`config.mk`:
```
export PLATFORM = sky130hd
export DESIGN_NAME = line_scanout_flat
export DESIGN_NICKNAME = d
export VERILOG_FILES = /design/src/rtl/line_scanout_pkg.sv /design/src/rtl/line_scanout_if.sv /design/src/rtl/line_scanout_rgb555_expand.sv /design/src/rtl/line_scanout.sv /design/src/flat_wrapper.sv
export SDC_FILE = /design/constraint.sdc
export NUM_CORES = 1
export LEC_CHECK = 0
export BUFFER_PORTS_ARGS = -buffer_cell sky130_fd_sc_hd__buf_2
export CAP_MARGIN = 30
export CORE_MARGIN = 4
export CORE_UTILIZATION = 46
export DETAILED_ROUTE_END_ITERATION = 8
export PLACE_DENSITY_LB_ADDON = 0.15
export SLEW_MARGIN = 20
export SYNTH_ARGS = -nofsm -noshare
export SYNTH_HDL_FRONTEND = slang
export SYNTH_HIERARCHICAL = 1
export SYNTH_SLANG_ARGS = --single-unit
```
`constraint.sdc`:
```
create_clock -name clk -period 1.75 [get_ports clk]
set_input_delay 0 -clock clk [delete_from_list [all_inputs] [get_ports clk]]
set_output_delay 0 -clock clk [all_outputs]
set_load 0.02 [all_outputs]
```
`src/rtl/line_scanout_pkg.sv`:
```
// Shared types and constants for the sprite line-buffer scan-out path.
// The optional opaque-pixel statistics are enabled with LINE_SCANOUT_STATS_EN.
package line_pkg;

    // Visible columns per line and the word that marks a line-buffer entry empty.
    localparam int unsigned H_ACTIVE         = 640;
    localparam logic [15:0] TRANSPARENT_WORD = 16'h8000;

    // One line-buffer entry: transparent flag on top, then RGB555.
    typedef struct packed {
        logic       transparent;
        logic [4:0] r5;
        logic [4:0] g5;
        logic [4:0] b5;
    } pixel_t;

    // Scan-out controller states.
    typedef enum logic [1:0] {
        IDLE  = 2'd0,
        SCAN  = 2'd1,
        DRAIN = 2'd2
    } state_t;

    // Transparent entries show the background colour, others show their own colour.
    function automatic logic [14:0] pick_rgb(input pixel_t px, input logic [14:0] bg);
        return px.transparent ? bg : {px.r5, px.g5, px.b5};
    endfunction

endpackage

```
`src/rtl/line_scanout_if.sv`:
```
// Line-buffer port bundle: read side plus the clear-after-read write side.
// master = scan-out controller, slave = line-buffer RAM.
interface line_scanout_if;
    logic        lb_rd_buf;
    logic [9:0]  lb_rd_addr;
    logic [15:0] lb_q;
    logic [9:0]  lb_clr_addr;
    logic [15:0] lb_clr_data;
    logic        lb_clr_wren;

    modport master (
        output lb_rd_buf,
        output lb_rd_addr,
        output lb_clr_addr,
        output lb_clr_data,
        output lb_clr_wren,
        input  lb_q
    );

    modport slave (
        input  lb_rd_buf,
        input  lb_rd_addr,
        input  lb_clr_addr,
        input  lb_clr_data,
        input  lb_clr_wren,
        output lb_q
    );
endinterface

```
`src/rtl/line_scanout_rgb555_expand.sv`:
```
// Combinational RGB555 -> RGB888 expansion; the top bits of each channel are
// replicated into the low bits so full-scale 5-bit maps to full-scale 8-bit.
module rgb555_expand (
    input  logic [14:0] rgb555_i,
    output logic [7:0]  r8_o,
    output logic [7:0]  g8_o,
    output logic [7:0]  b8_o
);
    assign r8_o = {rgb555_i[14:10], rgb555_i[14:12]};
    assign g8_o = {rgb555_i[9:5],   rgb555_i[9:7]};
    assign b8_o = {rgb555_i[4:0],   rgb555_i[4:2]};
endmodule

```
`src/rtl/line_scanout.sv`:
```
// Read side of the double-banked sprite line buffer: swaps banks per line,
// streams the display bank out as RGB888 (3-cycle latency from pix_en), clears
// each consumed entry back to transparent and kicks the drawers for the next line.
// Define LINE_SCANOUT_STATS_EN to add the opaque_cnt statistics output.
module line_scanout #(
    parameter int unsigned H_ACTIVE = line_pkg::H_ACTIVE,
    parameter logic [15:0] CLR_WORD = line_pkg::TRANSPARENT_WORD
) (
    input  logic                 clk,
    input  logic                 reset,
    input  logic                 line_start,
    input  logic                 pix_en,
    input  logic [9:0]           hcount,
    input  logic [14:0]          bg_color,
    line_scanout_if.master       lb,
    output logic                 draw_buf,
    output logic                 draw_go,
    output logic [7:0]           vga_r,
    output logic [7:0]           vga_g,
    output logic [7:0]           vga_b,
    output logic                 vga_de,
    output logic                 underrun
`ifdef LINE_SCANOUT_STATS_EN
    ,
    output logic [9:0]           opaque_cnt
`endif
);
    import line_pkg::*;

    localparam logic [10:0] H_END    = 11'(H_ACTIVE);
    localparam logic [9:0]  LAST_COL = 10'(H_ACTIVE - 1);

    state_t      state_q;
    logic        rd_buf_q;
    logic        go_pend_q;
    logic        draw_go_q;
    logic        underrun_q;
    logic        drain_cnt_q;
    logic [9:0]  rd_addr_q;
    logic        s1_vld_q;
    logic        s2_vld_q;
    logic [9:0]  s2_col_q;
    logic        vga_de_q;
    logic [7:0]  vga_r_q;
    logic [7:0]  vga_g_q;
    logic [7:0]  vga_b_q;

    logic        rd_hit;
    logic        pix_live;
    pixel_t      px;
    logic [14:0] rgb15;
    logic [7:0]  r8;
    logic [7:0]  g8;
    logic [7:0]  b8;

    // A column read is issued only for visible columns.
    assign rd_hit   = pix_en && ({1'b0, hcount} < H_END);
    // The entry on lb_q is live unless a new line is flushing the pipeline.
    assign pix_live = s2_vld_q && !line_start;

    assign px    = pixel_t'(lb.lb_q);
    assign rgb15 = pick_rgb(px, bg_color);

    rgb555_expand u_expand (
        .rgb555_i (rgb15),
        .r8_o     (r8),
        .g8_o     (g8),
        .b8_o     (b8)
    );

    // Controller FSM: bank swap, draw kick, read issue and underrun detection.
    always_ff @(posedge clk or negedge reset) begin
        if (!reset) begin
            state_q     <= IDLE;
            rd_buf_q    <= 1'b0;
            go_pend_q   <= 1'b0;
            draw_go_q   <= 1'b0;
            underrun_q  <= 1'b0;
            drain_cnt_q <= 1'b0;
            rd_addr_q   <= '0;
            s1_vld_q    <= 1'b0;
        end else begin
            go_pend_q <= line_start;
            draw_go_q <= go_pend_q;
            s1_vld_q  <= 1'b0;
            if (line_start) begin
                // A new line always wins; anything in flight is dropped.
                rd_buf_q <= ~rd_buf_q;
                state_q  <= SCAN;
                if (state_q == SCAN) begin
                    underrun_q <= 1'b1;
                end
            end else begin
                case (state_q)
                    IDLE: begin
                        state_q <= IDLE;
                    end
                    SCAN: begin
                        if (rd_hit) begin
                            rd_addr_q <= hcount;
                            s1_vld_q  <= 1'b1;
                            if (hcount == LAST_COL) begin
                                state_q     <= DRAIN;
                                drain_cnt_q <= 1'b0;
                            end
                        end
                    end
                    DRAIN: begin
                        // Two cycles lets the last read reach lb_q.
                        if (drain_cnt_q) begin
                            state_q <= IDLE;
                        end
                        drain_cnt_q <= ~drain_cnt_q;
                    end
                    default: begin
                        state_q <= IDLE;
                    end
                endcase
            end
        end
    end

    // Data pipeline: RAM-latency stage, then registered colour output.
    always_ff @(posedge clk or negedge reset) begin
        if (!reset) begin
            s2_vld_q <= 1'b0;
            s2_col_q <= '0;
            vga_de_q <= 1'b0;
            vga_r_q  <= '0;
            vga_g_q  <= '0;
            vga_b_q  <= '0;
        end else begin
            s2_vld_q <= s1_vld_q && !line_start;
            s2_col_q <= rd_addr_q;
            vga_de_q <= pix_live;
            vga_r_q  <= pix_live ? r8 : 8'h00;
            vga_g_q  <= pix_live ? g8 : 8'h00;
            vga_b_q  <= pix_live ? b8 : 8'h00;
        end
    end

    // The entry whose data is on lb_q this cycle is cleared in the same cycle.
    assign lb.lb_rd_buf   = rd_buf_q;
    assign lb.lb_rd_addr  = rd_addr_q;
    assign lb.lb_clr_addr = s2_col_q;
    assign lb.lb_clr_data = CLR_WORD;
    assign lb.lb_clr_wren = pix_live;

    assign draw_buf = ~rd_buf_q;
    assign draw_go  = draw_go_q;
    assign vga_r    = vga_r_q;
    assign vga_g    = vga_g_q;
    assign vga_b    = vga_b_q;
    assign vga_de   = vga_de_q;
    assign underrun = underrun_q;

`ifdef LINE_SCANOUT_STATS_EN
    logic [9:0] opaque_run_q;
    logic [9:0] opaque_cnt_q;
    logic [9:0] opaque_inc;
    logic       drain_end;

    assign opaque_inc = 10'(pix_live && !px.transparent);
    assign drain_end  = (state_q == DRAIN) && drain_cnt_q && !line_start;

    // Running opaque count per line, published when the line finishes draining.
    always_ff @(posedge clk or negedge reset) begin
        if (!reset) begin
            opaque_run_q <= '0;
            opaque_cnt_q <= '0;
        end else if (line_start) begin
            opaque_run_q <= '0;
        end else begin
            opaque_run_q <= opaque_run_q + opaque_inc;
            if (drain_end) begin
                opaque_cnt_q <= opaque_run_q + opaque_inc;
            end
        end
    end

    assign opaque_cnt = opaque_cnt_q;
`else
    // Statistics disabled: no counter and no opaque_cnt port.
`endif

endmodule

```
`src/flat_wrapper.sv`:
```
// flat-port wrapper written by rule: the top's interface ports become plain ports
module line_scanout_flat import line_pkg::*;
#(
    parameter int unsigned H_ACTIVE = line_pkg::H_ACTIVE,
    parameter logic [15:0] CLR_WORD = line_pkg::TRANSPARENT_WORD
)
  (clk, reset, line_start, pix_en, hcount, bg_color, draw_buf, draw_go, vga_r, vga_g, vga_b, vga_de, underrun, lb_lb_rd_buf, lb_lb_rd_addr, lb_lb_clr_addr, lb_lb_clr_data, lb_lb_clr_wren, lb_lb_q);
  line_scanout_if lb_i ();
  input  logic clk;
  input  logic reset;
  input  logic line_start;
  input  logic pix_en;
  input  logic [9:0] hcount;
  input  logic [14:0] bg_color;
  output logic draw_buf;
  output logic draw_go;
  output logic [7:0] vga_r;
  output logic [7:0] vga_g;
  output logic [7:0] vga_b;
  output logic vga_de;
  output logic underrun;
  output wire logic [$bits(lb_i.lb_rd_buf)-1:0] lb_lb_rd_buf;
  output wire logic [$bits(lb_i.lb_rd_addr)-1:0] lb_lb_rd_addr;
  output wire logic [$bits(lb_i.lb_clr_addr)-1:0] lb_lb_clr_addr;
  output wire logic [$bits(lb_i.lb_clr_data)-1:0] lb_lb_clr_data;
  output wire logic [$bits(lb_i.lb_clr_wren)-1:0] lb_lb_clr_wren;
  input wire logic [$bits(lb_i.lb_q)-1:0] lb_lb_q;
  assign lb_lb_rd_buf = lb_i.lb_rd_buf;
  assign lb_lb_rd_addr = lb_i.lb_rd_addr;
  assign lb_lb_clr_addr = lb_i.lb_clr_addr;
  assign lb_lb_clr_data = lb_i.lb_clr_data;
  assign lb_lb_clr_wren = lb_i.lb_clr_wren;
  assign lb_i.lb_q = lb_lb_q;
  line_scanout #(.H_ACTIVE(H_ACTIVE), .CLR_WORD(CLR_WORD)) u_core (.clk(clk), .reset(reset), .line_start(line_start), .pix_en(pix_en), .hcount(hcount), .bg_color(bg_color), .lb(lb_i), .draw_buf(draw_buf), .draw_go(draw_go), .vga_r(vga_r), .vga_g(vga_g), .vga_b(vga_b), .vga_de(vga_de), .underrun(underrun));
endmodule
```
==> results of run 1 <==
-- layer usage --
metal	track usage, %	vias up
met5	0	-
met4	5.245	0
met3	3.784	5
met2	23.85	57
met1	16.16	643
li1	-	660
-- cells in the final DEF, fill, tap and decap left out --
master and instances:
nand4_1 1, or2b_1 1, mux2_4 9, conb_1 16, buf_12 1, buf_4 2, a21o_1 2, nand4bb_1 1
nor2b_4 1, and2_1 24, nand4b_1 2, buf_2 94, o32a_1 1, xnor2_1 1, mux2_2 16, xor2_1 1
clkbuf_1 1, dlygate4sd3_1 12, nor4_1 1, nor3b_1 1, o21ai_0 1, clkbuf_8 6, inv_1 3, dfrtp_1 54
nor2_1 1, nor2b_1 2, clkinv_2 1
-- stage by stage --
stage	utilization [%]	cells	cell area, um2	hold slack [ns]
2_1_floorplan	-	184	2351	-0.2956
3_3_place_gp	54.56	303	2611	0.02505
3_5_place_dp	54.56	303	2611	0.02147
4_1_cts	58.98	323	2823	0.02478
5_1_grt	58.98	323	2823	0.03838
6_report	58.98	323	2823	0.03532
-- state kept, by name (all words and copies together), names as in the netlist --
name / count
u_core/s1_vld_q: 1
u_core/draw_go: 1
u_core/lb.lb_rd_buf: 1
u_core/s2_vld_q: 1
u_core/vga_de: 1
u_core/go_pend_q: 1
u_core/vga_g: 8
u_core/lb.lb_rd_addr: 10
u_core/underrun: 1
u_core/state_q: 2
u_core/vga_b: 8
u_core/vga_r: 8
u_core/lb.lb_clr_addr: 10
u_core/drain_cnt_q: 1
-- worst max-delay path by stage --
stage                                 start  cells past startpoint  slack, ns                       to
after floorplan           u_core/state_q[1]                      4       0.51  u_core/lb.lb_rd_addr[0]
after global placement    u_core/state_q[1]                      4       0.29  u_core/lb.lb_rd_addr[6]
after detailed placement  u_core/state_q[1]                      4       0.25  u_core/lb.lb_rd_addr[9]
after CTS                 u_core/state_q[1]                      4       0.24  u_core/lb.lb_rd_addr[9]
after global routing              hcount[7]                      6       0.12  u_core/lb.lb_rd_addr[5]
final                             hcount[7]                      6       0.24  u_core/lb.lb_rd_addr[9]
-- area by class of cell --
class | count | area (um2) | share of cell area (%)
Inverter | 3 | 11.26 | 0.3989
Timing Repair Buffer | 109 | 625.6 | 22.16
Sequential cell | 54 | 1351 | 47.87
Clock buffer | 7 | 86.33 | 3.059
Tap cell | 67 | 83.83 | 2.970
Multi-Input combinational cell | 82 | 659.4 | 23.36
Clock inverter | 1 | 5.005 | 0.1773
-- worst reg2reg max path, stage by stage (launching register included) --
cell      delay, ns
dfrtp_1        0.42
nor2b_4        0.13
nand4b_1       0.27
buf_4          0.28
mux2_4         0.30
-- timing repair --
| item | CTS | global route |
|---|---|---|
| hold endpoints to repair | 36 | 0 |
| resized for setup | 0 | 0 |
| hold buffers | 12 | 0 |
| setup endpoints to repair | 0 | 0 |
-- report_power, final --
| part | leakage [nW] | switching (W) | internal, W | total, W |
|---|---|---|---|---|
| Sequential | 0.691 | 0.0000600 | 0.00136 | 0.00142 |
| Clock | 0.0482 | 0.000358 | 0.000320 | 0.000677 |
| Combinational | 0.821 | 0.000331 | 0.000244 | 0.000575 |
| Total | 1.56 | 0.000749 | 0.00193 | 0.00268 |
-- cells by family (layout without fill, tap and decap cells) --
logic type                after synthesis  after routing
xor gates and xnor gates                2              2
buffers and inverters                  48            120
AOI/OAI and AO/OA                       4              4
muxes                                  25             25
and+or+nand+nor                        35             35
DFF                                    54             54
other                                   2             16
==> results.yml, run 1 <==
logic_synthesis:
  synth_xor_area_share_pct: 0.7621
  synthTopCellsByArea: "dfrtp_1 (59%), buf_4 (13%), mux2_2 (7.8%), and2_1 (6.5%), mux2_4 (5.9%)"
  yosysMostFrequentCell: "dfrtp_1"
  syn_avg_cell_area_um2: 13.52
  synth_cells: 170
  synth-edff-count: 0
  synth_top_family_by_area: "buffers and inverters"
  synth_fa_ha_area_share_pct: 0
  synth_area_mm2: 0.002298
  synth-simple-area-share_pct: 10.29
  synth_warnings: 6
  synth_top_area_share_pct: 58.79
  synth_largest_area_cell: "dfrtp_1"
  async_flop_share_pct: 100.0
  yosysUniqueCellTypes: 24
  synth_flop_cell: "dfrtp_1"
  ys_ff_latch: 54
  synthMuxAreaShare_pct: 13.72
  synth_compound_area_share_pct: 1.306
  synth_common_cells: "dfrtp_1 (54), buf_4 (40), and2_1 (24), mux2_2 (16), mux2_4 (9)"
  synth-seq-area-share_pct: 58.79
setup_path:
  r2r_slack_ns: 0.25
  crit_required_ns: 1.93
  crit_arrival_ns: 1.69
  crit_family: "buffers and inverters"
  path_cells: "dlygate4sd3_1, buf_2, o21ai_0, nand4b_1, buf_4, mux2_4"
  crit_path_max_incr_delay_ns: 0.53
  r2r_cells: 4
  r2r_end: "u_core/lb.lb_rd_addr[9]"
  path_max_fanout: 7
  start_kind: "input pin"
  path_class: "in2reg"
  crit_buf_inv: 3
  crit_slowest_cell: "dlygate4sd3_1"
  end_kind: "flop"
  rr_startpoint: "u_core/state_q[1]"
die:
  die-area_mm2: 0.006191
  rows: 25
  initial_core_util_pct: 48.03
  fp.dieH_um: 78.69
  coreArea_mm2: 0.004786
  ios: 111
  die_w_um: 78.69
grt:
  grt_pass1_vias: 1376
  grt_overflow: 0
  grt_pass1_wl_um: 6534
  grt_max_degree: 31
  antenna_found_initial: 0
  grt_util_all_layers_pct: 13.76
clock_tree:
  path_clk_slew_ns: 0.09
  cts_sinks: 54
  insertion_delay_ns: 0.29
  cts_setup_buffers: 0
  clockRootBuffer: "clkbuf_8"
  cts_buffers: 5
  cts_tree: "built"
  cts_max_level: 2
  clockBufferDepth: 2
hold_path:
  holdPathEnd: "u_core/vga_r[3]"
  hold_class: "in2reg"
  worstHoldStart: "bg_color[10]"
  min_path_cells: 3
detailed_routing:
  drtIter0Drc: 15
  dr.pass1.iters: 4
  wl_per_cell_um: 12.64
  wl_met3_um: 300
  wirelength_um: 4082
  top_layer_used: "met4"
  met1Wirelength_um: 1669
  met2_length_um: 2074
  ant_nets: 0
  vias: 1365
  route.detailed.drc: 0
  vias_per_cell: 4.226
timing:
  setup_ws_ns: 0.2408
  period_share_pct: 86.24
  finalSetupViolCount: 0
  slew_viol_final: 0
  period_minus_slack_ns: 1.509
  slew_headroom_pct: 63.10
  max_slew.worst_pin.slew_ns: 0.5536
  finClkSkew_ns: 0.004404
  max_freq_ghz: 0.6626
  grt_setup_unrepaired: "false"
  tns_ns: 0
  hold_viol: 0
power_and_ir_drop:
  power_density_mw_per_mm2: 948.5
  total_power_w: 0.002677
  p_leak_nw: 1.561
  ir_drop_mv: 0.4217
placement:
  dpl_worst_slack_ns: 0.2483
  dp_hpwl_um: 3062
  io_buffers: 94
  place_congestion: 0.6716
cells_and_area:
  antenna_cells: 0
  n_fill_cell: 437
  area_delta_synth_final_pct: 22.81
  drive_above_1_share_pct: 50.78
  fin_nets: 300
outcome:
  status: "finished, final reports clean"
run:
  cap_viol_max_count: 0
Note: power is estimated with default switching activity, not from simulation.
==> run 2, diff against run 1 <==
Settings changed: CORE_ASPECT_RATIO set to 1.1.
==> run 2 against run 1 <==
  * Register-to-register slack improved by 0.18 ns
  * Cell count fell by 3.4%
  * Highest routed layer unchanged
  * Clock power up 3.5%
  * Die area hardly changed
==> results.yml, run 2 (synthesis gave the netlist of run 1 again) <==
placement:
  placed_cells: 292
  dp_hpwl_um: 3090
  place_congestion: 0.7269
  io_buffers: 94
cells_and_area:
  stdcell_count: 312
  area_delta_synth_final_pct: 22.37
  mostFrequentLayoutCells: "buf_2 (94), dfrtp_1 (54), and2_1 (24), mux2_2 (16), conb_1 (16)"
  antenna_cells: 0
  drive_above_1_share_pct: 51.17
  final_common_cell: "buf_2"
  fin_util_pct: 59.22
  fin_nets: 300
setup_path:
  crit_path_max_incr_delay_ns: 0.40
  start_kind: "flop"
  crit_required_ns: 1.95
  crit_arrival_ns: 1.51
  crit_buf_inv: 1
  r2r_end: "u_core/lb.lb_rd_addr[3]"
  path_max_fanout: 11
  r2r_cells: 4
  r2r_slack_ns: 0.43
  rr_startpoint: "u_core/state_q[0]"
  path_class: "reg2reg"
  crit_family: "flip-flops"
  end_kind: "flop"
  path_cells: "nor2b_4, nand4b_1, buf_4, mux2_2"
  crit_slowest_cell: "dfrtp_1"
grt:
  grt_max_degree: 33
  antenna_found_initial: 0
  grt_util_all_layers_pct: 14.00
  grt_overflow: 0
  grt_pass1_vias: 1380
  grt_pass1_wl_um: 6458
power_and_ir_drop:
  p_leak_nw: 1.559
  ir_drop_mv: 0.4199
  total_power_w: 0.002701
  power_density_mw_per_mm2: 960.2
clock_tree:
  cts_sinks: 54
  cts_buffers: 5
  cts_setup_buffers: 0
  cts_max_level: 2
  cts_resized: 0
  clockRootBuffer: "clkbuf_8"
  cts_tree: "built"
  path_clk_slew_ns: 0.09
  insertion_delay_ns: 0.30
  clockBufferDepth: 2
timing:
  slew_headroom_pct: 64.96
  slew_viol_final: 0
  hold_viol: 0
  max_slew.worst_pin.slew_ns: 0.5256
  period_minus_slack_ns: 1.317
  finClkSkew_ns: 0.007054
  finalSetupViolCount: 0
  tns_ns: 0
  grt_setup_unrepaired: "false"
  max_freq_ghz: 0.7594
  period_share_pct: 75.25
run:
  cap_viol_max_count: 0
detailed_routing:
  wl_per_cell_um: 13.32
  ant_nets: 0
  vias_per_cell: 4.385
  route.detailed.drc: 0
  drtIter0Drc: 43
  wirelength_um: 4157
  dr.pass1.iters: 4
  vias: 1368
die:
  die-area_mm2: 0.006193
  die_w_um: 75.40
  rows: 26
  ios: 111
  fp.dieH_um: 82.14
  coreArea_mm2: 0.004750
  initial_core_util_pct: 48.39
hold_path:
  holdPathEnd: "u_core/vga_r[4]"
  hold_class: "in2reg"
  worstHoldStart: "bg_color[11]"
  min_path_cells: 3
outcome:
  status: "finished, final reports clean"
## run 2: cell count changes in the layout (fill, tap and decap cells not counted)
cell / change
clkbuf_1: -1
clkinvlp_4: +1
## run 2: what timing repair did
action | in CTS | in global routing
hold buffers | 12 | 0
endpoints found under the hold margin | 35 | 0
endpoints found under the setup margin | 0 | 0
## run 2: worst max path at each step
| stage | cells past startpoint | endpoint | from | slack (ns) |
|---|---|---|---|---|
| after global placement | 4 | u_core/lb.lb_rd_addr[3] | u_core/state_q[0] | 0.47 |
| after detailed placement | 4 | u_core/lb.lb_rd_addr[3] | u_core/state_q[0] | 0.44 |
| final | 4 | u_core/lb.lb_rd_addr[3] | u_core/state_q[0] | 0.43 |
| after global routing | 5 | lb_lb_clr_wren | line_start | 0.37 |
| after CTS | 4 | u_core/lb.lb_rd_addr[3] | u_core/state_q[0] | 0.43 |
| after floorplan | 4 | u_core/lb.lb_rd_addr[0] | u_core/state_q[1] | 0.51 |
## run 2: report_power, final
group          total, W  switching [W]  internal [W]
registers       0.00142      0.0000606       0.00136
logic          0.000575       0.000331      0.000244
clock network  0.000701       0.000382      0.000318
total           0.00270       0.000774       0.00193
## run 2: final cells by class
cell class | count | area [um2]
repair buffers | 109 | 625.6
fillers | 392 | 1937
inverters | 3 | 11.26
clock inverters | 2 | 12.51
multi-input cells | 82 | 659.4
clock buffers | 6 | 82.58
flip-flops and latches | 54 | 1351
well taps | 56 | 70.07
## run 2: tightest hold or removal path, cell delays in order
cell and delay [ns]:
buf_2 0.07, mux2_2 0.12, and2_1 0.10
## run 2: layer usage
layer	track usage [%]	share of wire [%]	vias up
met3	4.843	9.9	6
met1	16.13	38	646
met2	23.83	51	59
met5	0	0	-
li1	-	-	657
met4	5.245	1.2	0
## run 2: per-stage QoR
step / hold slack, ns / instance area [um2] / worst slack (ns)
floorplan: -0.2956 / 2351 / 0.5124
global placement: 0.0002751 / 2597 / 0.4703
detailed placement: 0.007718 / 2597 / 0.4373
CTS: 0.01252 / 2813 / 0.4267
global route: 0.02913 / 2813 / 0.3662
finish: 0.02846 / 2813 / 0.4332
